[src/rtl/bitwise_arbiter_pkg.sv]
// Shared definitions for the bitwise arbiter: opcodes and FSM states.
package bitwise_arbiter_pkg;

    // Opcodes understood by the shared bitwise unit.
    localparam logic [1:0] OP_AND  = 2'b00;
    localparam logic [1:0] OP_OR   = 2'b01;
    localparam logic [1:0] OP_XOR  = 2'b10;
    localparam logic [1:0] OP_NOTA = 2'b11;

    // Sequencer states: wait for a request, compute, present the result.
    typedef enum logic [1:0] {
        IDLE = 2'd0,
        EXEC = 2'd1,
        RESP = 2'd2
    } state_t;

endpackage

[src/rtl/bitwise_core.sv]
// Shared combinational bitwise unit: AND / OR / XOR / NOT-A.
module bitwise_core
    import bitwise_arbiter_pkg::*;
#(
    parameter int DATA_W = 4
) (
    input  logic [DATA_W-1:0] a,
    input  logic [DATA_W-1:0] b,
    input  logic [1:0]        op,
    output logic [DATA_W-1:0] y
);

    // Select the operation; B is ignored for NOT-A.
    always_comb begin
        // NOTE: giving y a value before the case means no path leaves it
        // unassigned, so no latch can be inferred.
        y = a & b;
        case (op)
            OP_AND:  y = a & b;
            OP_OR:   y = a | b;
            OP_XOR:  y = a ^ b;
            OP_NOTA: y = ~a;
            default: y = a & b;
        endcase
    end

endmodule

[src/rtl/bitwise_arbiter.sv]
// Round-robin arbiter/sequencer sharing one bitwise unit between NUM_REQ
// requesters. One operation in flight at a time: IDLE -> EXEC -> RESP.
module bitwise_arbiter
    import bitwise_arbiter_pkg::*;
#(
    parameter  int NUM_REQ = 2,
    parameter  int DATA_W  = 4,
    localparam int ID_W    = (NUM_REQ > 1) ? $clog2(NUM_REQ) : 1
) (
    input  logic                      clk,
    input  logic                      rst,
    input  logic [NUM_REQ-1:0]        req_valid,
    output logic [NUM_REQ-1:0]        req_ready,
    input  logic [NUM_REQ*DATA_W-1:0] req_a,
    input  logic [NUM_REQ*DATA_W-1:0] req_b,
    input  logic [NUM_REQ*2-1:0]      req_op,
    output logic                      rsp_valid,
    input  logic                      rsp_ready,
    output logic [DATA_W-1:0]         rsp_data,
    output logic [ID_W-1:0]           rsp_id,
    output logic                      busy,
    output logic [7:0]                done_count
);

    state_t            state;
    logic [ID_W-1:0]   ptr;
    logic [ID_W-1:0]   grant_idx;
    logic              grant_found;
    logic              accept;
    logic [ID_W-1:0]   ptr_next;

    logic [DATA_W-1:0] sel_a;
    logic [DATA_W-1:0] sel_b;
    logic [1:0]        sel_op;

    logic [DATA_W-1:0] a_q;
    logic [DATA_W-1:0] b_q;
    logic [1:0]        op_q;
    logic [ID_W-1:0]   id_q;
    logic [DATA_W-1:0] core_y;

    // Round-robin winner: lowest valid index at or above ptr, otherwise
    // the lowest valid index below ptr (the wrapped part of the search).
    always_comb begin
        grant_found = 1'b0;
        grant_idx   = '0;
        for (int i = NUM_REQ - 1; i >= 0; i--) begin
            if (req_valid[i] && (i < int'(ptr))) begin
                grant_found = 1'b1;
                grant_idx   = ID_W'(i);
            end
        end
        for (int i = NUM_REQ - 1; i >= 0; i--) begin
            if (req_valid[i] && (i >= int'(ptr))) begin
                grant_found = 1'b1;
                grant_idx   = ID_W'(i);
            end
        end
    end

    // Ready is offered only in IDLE and only to the winner, so it is one-hot or zero.
    always_comb begin
        req_ready = '0;
        if (state == IDLE && grant_found) begin
            req_ready[grant_idx] = 1'b1;
        end
    end

    // Route the winner's operands towards the operand registers.
    always_comb begin
        sel_a  = '0;
        sel_b  = '0;
        sel_op = OP_AND;
        for (int i = 0; i < NUM_REQ; i++) begin
            if (ID_W'(i) == grant_idx) begin
                sel_a  = req_a[i*DATA_W +: DATA_W];
                sel_b  = req_b[i*DATA_W +: DATA_W];
                sel_op = req_op[i*2 +: 2];
            end
        end
    end

    assign accept    = (state == IDLE) && grant_found;
    assign ptr_next  = (grant_idx == ID_W'(NUM_REQ - 1)) ? '0 : grant_idx + ID_W'(1);
    assign rsp_valid = (state == RESP);
    assign busy      = (state != IDLE);

    bitwise_core #(.DATA_W(DATA_W)) u_core (
        .a  (a_q),
        .b  (b_q),
        .op (op_q),
        .y  (core_y)
    );

    // Sequencer: accept one request, compute it, hold the result until taken.
    always_ff @(posedge clk or posedge rst) begin
        if (rst) begin
            state      <= IDLE;
            ptr        <= '0;
            // NOTE: the operand and result registers are few and small, so
            // they are reset too; outputs are then defined straight out of reset.
            a_q        <= '0;
            b_q        <= '0;
            op_q       <= OP_AND;
            id_q       <= '0;
            rsp_data   <= '0;
            rsp_id     <= '0;
            done_count <= '0;
        end else begin
            // NOTE: non-blocking assignments so every register here samples
            // pre-edge values, independent of statement order.
            case (state)
                IDLE: begin
                    if (accept) begin
                        a_q   <= sel_a;
                        b_q   <= sel_b;
                        op_q  <= sel_op;
                        id_q  <= grant_idx;
                        ptr   <= ptr_next;
                        state <= EXEC;
                    end
                end
                EXEC: begin
                    rsp_data <= core_y;
                    rsp_id   <= id_q;
                    state    <= RESP;
                end
                RESP: begin
                    if (rsp_ready) begin
                        done_count <= done_count + 8'd1;
                        state      <= IDLE;
                    end
                end
                default: state <= IDLE;
            endcase
        end
    end

endmodule

[config.mk]
export PLATFORM = sky130hd
export DESIGN_NAME = bitwise_arbiter
export DESIGN_NICKNAME = d
export VERILOG_FILES = /design/src/rtl/bitwise_arbiter_pkg.sv /design/src/rtl/bitwise_core.sv /design/src/rtl/bitwise_arbiter.sv
export SDC_FILE = /design/constraint.sdc
export NUM_CORES = 1
export LEC_CHECK = 0
export BUFFER_PORTS_ARGS = -buffer_cell sky130_fd_sc_hd__buf_2
export CORE_MARGIN = 4
export CORE_UTILIZATION = 50
export CTS_CLUSTER_DIAMETER = 100
export CTS_CLUSTER_SIZE = 12
export DETAILED_ROUTE_END_ITERATION = 12
export MAX_ROUTING_LAYER = met4
export PLACE_DENSITY = 0.78
export SLEW_MARGIN = 20
export SYNTH_ARGS = -nofsm -noshare
export SYNTH_HDL_FRONTEND = slang
export SYNTH_SLANG_ARGS = --single-unit
[constraint.sdc]
create_clock -name clk -period 2.22 [get_ports clk]
set_clock_uncertainty 0.05 [all_clocks]
set_input_delay 0.222 -clock clk [delete_from_list [all_inputs] [get_ports clk]]
set_output_delay 0.222 -clock clk [all_outputs]
set_load 0.02 [all_outputs]
==> metrics.log <==
INFO  metric irDropWorstVdd = a little under 0.8 mV
INFO  metric finalSetupTns = 0 ns
INFO  metric min-delay-start = req_a[5]
INFO  metric clock_tree.root_cell = sky130_fd_sc_hd__clkbuf_4
INFO  metric worst_setup_path_start = state[0]
INFO  metric drt-vias-per-instance = approximately 5.5
INFO  metric die_height = roughly 61 µm
INFO  metric buffer_ports.inserted = 41
INFO  metric detail-route-antenna-nets = 0
INFO  metric post-dp-hpwl = roughly 2.1 mm
INFO  metric p_leak = about 0.9 nW
INFO  metric std_cell_rows = 19
INFO  metric layout.filler_cells = 213
INFO  metric path_class = reg2out
INFO  metric initial_cell_density_of_the_core = between 50 and 60%
INFO  metric max_cap_violations = 0
INFO  metric grt_remaining_overflow = 0
INFO  metric outcome = completed
INFO  metric post-route-period-util = 89.0%
INFO  metric drc = 0
INFO  metric detail_route.wirelength = ~2.7 mm
INFO  metric mappedNetlistNets = 151
INFO  metric die_span_in_x = roughly 60 µm
INFO  metric globalRouteTotalUtil = around 17%
INFO  metric post_drt_wl_per_cell = between 10 and 15 µm
INFO  metric timing.final.crit_period = between 1.5 and 2 ns
INFO  metric worst_slew_pin_slew = 0.453 ns
INFO  metric setup_viol = 0
INFO  metric clock_sink_count = 27
INFO  metric cp_data_required_time = a little under 2 ns
INFO  metric worstReg2RegStart = a_q[1]
INFO  metric yosysWarningCount = 0
INFO  metric pin_count_of_the_biggest_net_entering_global_routing = 28
INFO  metric layout.cells.most_common_list = sky130_fd_sc_hd__buf_2, sky130_fd_sc_hd__dfrtp_1, sky130_fd_sc_hd__inv_1
INFO  metric ctsHtreeMaxLevel = 1
INFO  metric post-cts-setup-buffers = 0
INFO  metric insertion_delay = roughly 0.33 ns
INFO  metric ff2ff_setup_slack = about 0.57 ns
INFO  metric timing.fmax = between 500 and 600 MHz
INFO  metric critical_path.endpoint_type = primary output
INFO  metric hold_depth = 2
INFO  metric postLayoutCellArea = 0.00168 mm²
INFO  metric maximum_clock_insertion_buffer_count = 2
INFO  metric layout_commonest_cell = sky130_fd_sc_hd__buf_2
INFO  metric postCtsHoldBufs = 1
INFO  metric timing.slew.headroom = between 60% and 70%
INFO  metric area_growth_syn_to_layout = 19.2%
INFO  metric drt-initial-drc-count = 30
INFO  metric worst_ep_arrival_time = 1.70 ns
INFO  metric cts_buffers = 3
INFO  metric number_of_antenna_violations_at_the_first_check_in_global_routing = 0
INFO  metric tritoncts = yes
INFO  metric cts.clk_slew.worst_paths = about 0.15 ns
INFO  metric grt_setup_unrepaired = false
INFO  metric layout.area.seq = approximately 680 µm²
INFO  metric hold_path.class = in2reg
INFO  metric core-area = roughly 0.0027 mm²
INFO  metric average_cell_area_after_synthesis = 12.1 µm²
INFO  metric postPlaceCellArea = around 0.0016 mm²
INFO  metric power_density = 1290 mW/mm²
INFO  metric netlist-cell-type-count = 29
INFO  metric vias = between 1000 and 1500
INFO  metric timing.final.max_slew_violations = 0
INFO  metric resized_gates_after_cts = 0
INFO  metric timing.critical_path.fanout_max = 12
INFO  metric die_area = 0.00374 mm²
INFO  metric start_kind = register
INFO  metric drt_pass1_iterations = 4
INFO  metric seq_area_frac_synth = between 40% and 50%
INFO  metric grt_pass1_vias = roughly 1100
INFO  metric place.gp.congestion = between 0.7 and 0.8
INFO  metric post_route_cells_drive_above_1_share = about a third
INFO  metric grt_pass1_wl = ~4.6 mm
INFO  metric io-pin-count = between 40 and 50
INFO  metric multiInputGateArea = roughly 640 µm²
INFO  metric ys_ff_latch = 27
INFO  metric area_of_the_mapped_netlist = 0.00141 mm²
INFO  metric synth_cells = around 120
INFO  metric design.final.nets = a little under 200
INFO  metric report.final.hold_viol_count = 0
INFO  metric antenna_cells_inserted = 0
INFO  metric worst_r2r_path_depth = 4
## metrics by stage
step / hold slack, ns / instances / utilization [%] / total power, mW / setup slack, ns
2_1_floorplan: 0.225 / 117 / - / 1.67 / 0.662
3_3_place_gp: 0.244 / 187 / 60.2 / 1.92 / 0.627
3_5_place_dp: 0.256 / 187 / 60.2 / 1.97 / 0.589
4_1_cts: 0.0421 / 192 / 61.6 / 2.19 / 0.222
5_1_grt: 0.0426 / 192 / 61.6 / 2.36 / 0.0945
6_report: 0.0570 / 192 / 61.6 / 2.17 / 0.245
## layout make-up
cell class | count | area share [%]
repair buffers | 45 | 14.1
well taps | 31 | 2.30
flip-flops and latches | 27 | 40.1
multi-input cells | 69 | 38.2
inverters | 16 | 3.57
clock buffers | 3 | 1.34
clock inverters | 1 | 0.297
## cells in the mapped netlist
cell	count	area share, %
sky130_fd_sc_hd__dfrtp_1	27	48
sky130_fd_sc_hd__inv_1	16	4.3
sky130_fd_sc_hd__a221o_1	10	7.1
sky130_fd_sc_hd__ha_1	9	8.0
sky130_fd_sc_hd__a21oi_1	8	2.8
sky130_fd_sc_hd__mux2_2	5	4.0
sky130_fd_sc_hd__xnor2_1	5	3.1
sky130_fd_sc_hd__mux4_1	4	7.4
sky130_fd_sc_hd__nand2_1	4	1.1
sky130_fd_sc_hd__nand2b_1	3	1.3
sky130_fd_sc_hd__a21boi_0	2	1.1
sky130_fd_sc_hd__a21o_1	2	1.1
sky130_fd_sc_hd__and3_1	2	0.89
sky130_fd_sc_hd__buf_2	2	0.71
sky130_fd_sc_hd__nand3_1	2	0.71
sky130_fd_sc_hd__nor2_1	2	0.53
sky130_fd_sc_hd__xor2_1	2	1.2
sky130_fd_sc_hd__and3_4	1	0.80
sky130_fd_sc_hd__and4_1	1	0.62
sky130_fd_sc_hd__and4b_1	1	0.71
sky130_fd_sc_hd__buf_4	1	0.53
sky130_fd_sc_hd__buf_6	1	0.80
sky130_fd_sc_hd__clkbuf_1	1	0.27
sky130_fd_sc_hd__mux2_1	1	0.80
sky130_fd_sc_hd__nand4_1	1	0.44
sky130_fd_sc_hd__nand4b_1	1	0.62
sky130_fd_sc_hd__nor2b_1	1	0.44
sky130_fd_sc_hd__o21ai_0	1	0.35
sky130_fd_sc_hd__or2_2	1	0.44
## worst max-delay path, cell delays in order, from the launching register on
cell,delay (ns)
sky130_fd_sc_hd__dfrtp_1,0.43
sky130_fd_sc_hd__nor2_1,0.39
sky130_fd_sc_hd__and3_4,0.36
sky130_fd_sc_hd__buf_2,0.19
## per-layer routing
layer | part of all wire [%] | GRT usage (%) | wire [µm]
met4 | 1.8 | 9.91 | 50
met1 | 48 | 22.7 | 1300
met5 | 0 | - | 0
met3 | 5.1 | 1.89 | 138
met2 | 45 | 25.4 | 1230
## power by group
group	total [mW]	internal, mW	switching, mW
Clock	0.216	0.0677	0.148
Sequential	0.866	0.702	0.164
Combinational	1.08	0.535	0.549
Total	2.17	1.30	0.861
## cell families after synthesis
family,synth area share (%)
flops,47.9
compound gates,12.4
mux,12.2
buf+inv,6.56
simple gates,8.60
fa+ha+maj,7.98
xor+xnor,4.34
## registers in the layout (all words and copies together), names as in the netlist
| signal | cells |
|---|---|
| state | 2 |
| b_q | 4 |
| op_q | 2 |
| done_count | 8 |
| id_q | 1 |
| rsp_id | 1 |
| ptr | 1 |
| a_q | 4 |
| rsp_data | 4 |
## path summary, 6_finish.rpt
check,endpoint
worst min-delay path,a_q[1]
max in group asynchronous,b_q[0]
min in group asynchronous,rsp_data[2]
worst max-delay path,req_ready[0]
worst max register to register,rsp_data[1]
worst min register to register,done_count[7]
Power figures use the tool's default switching activity.
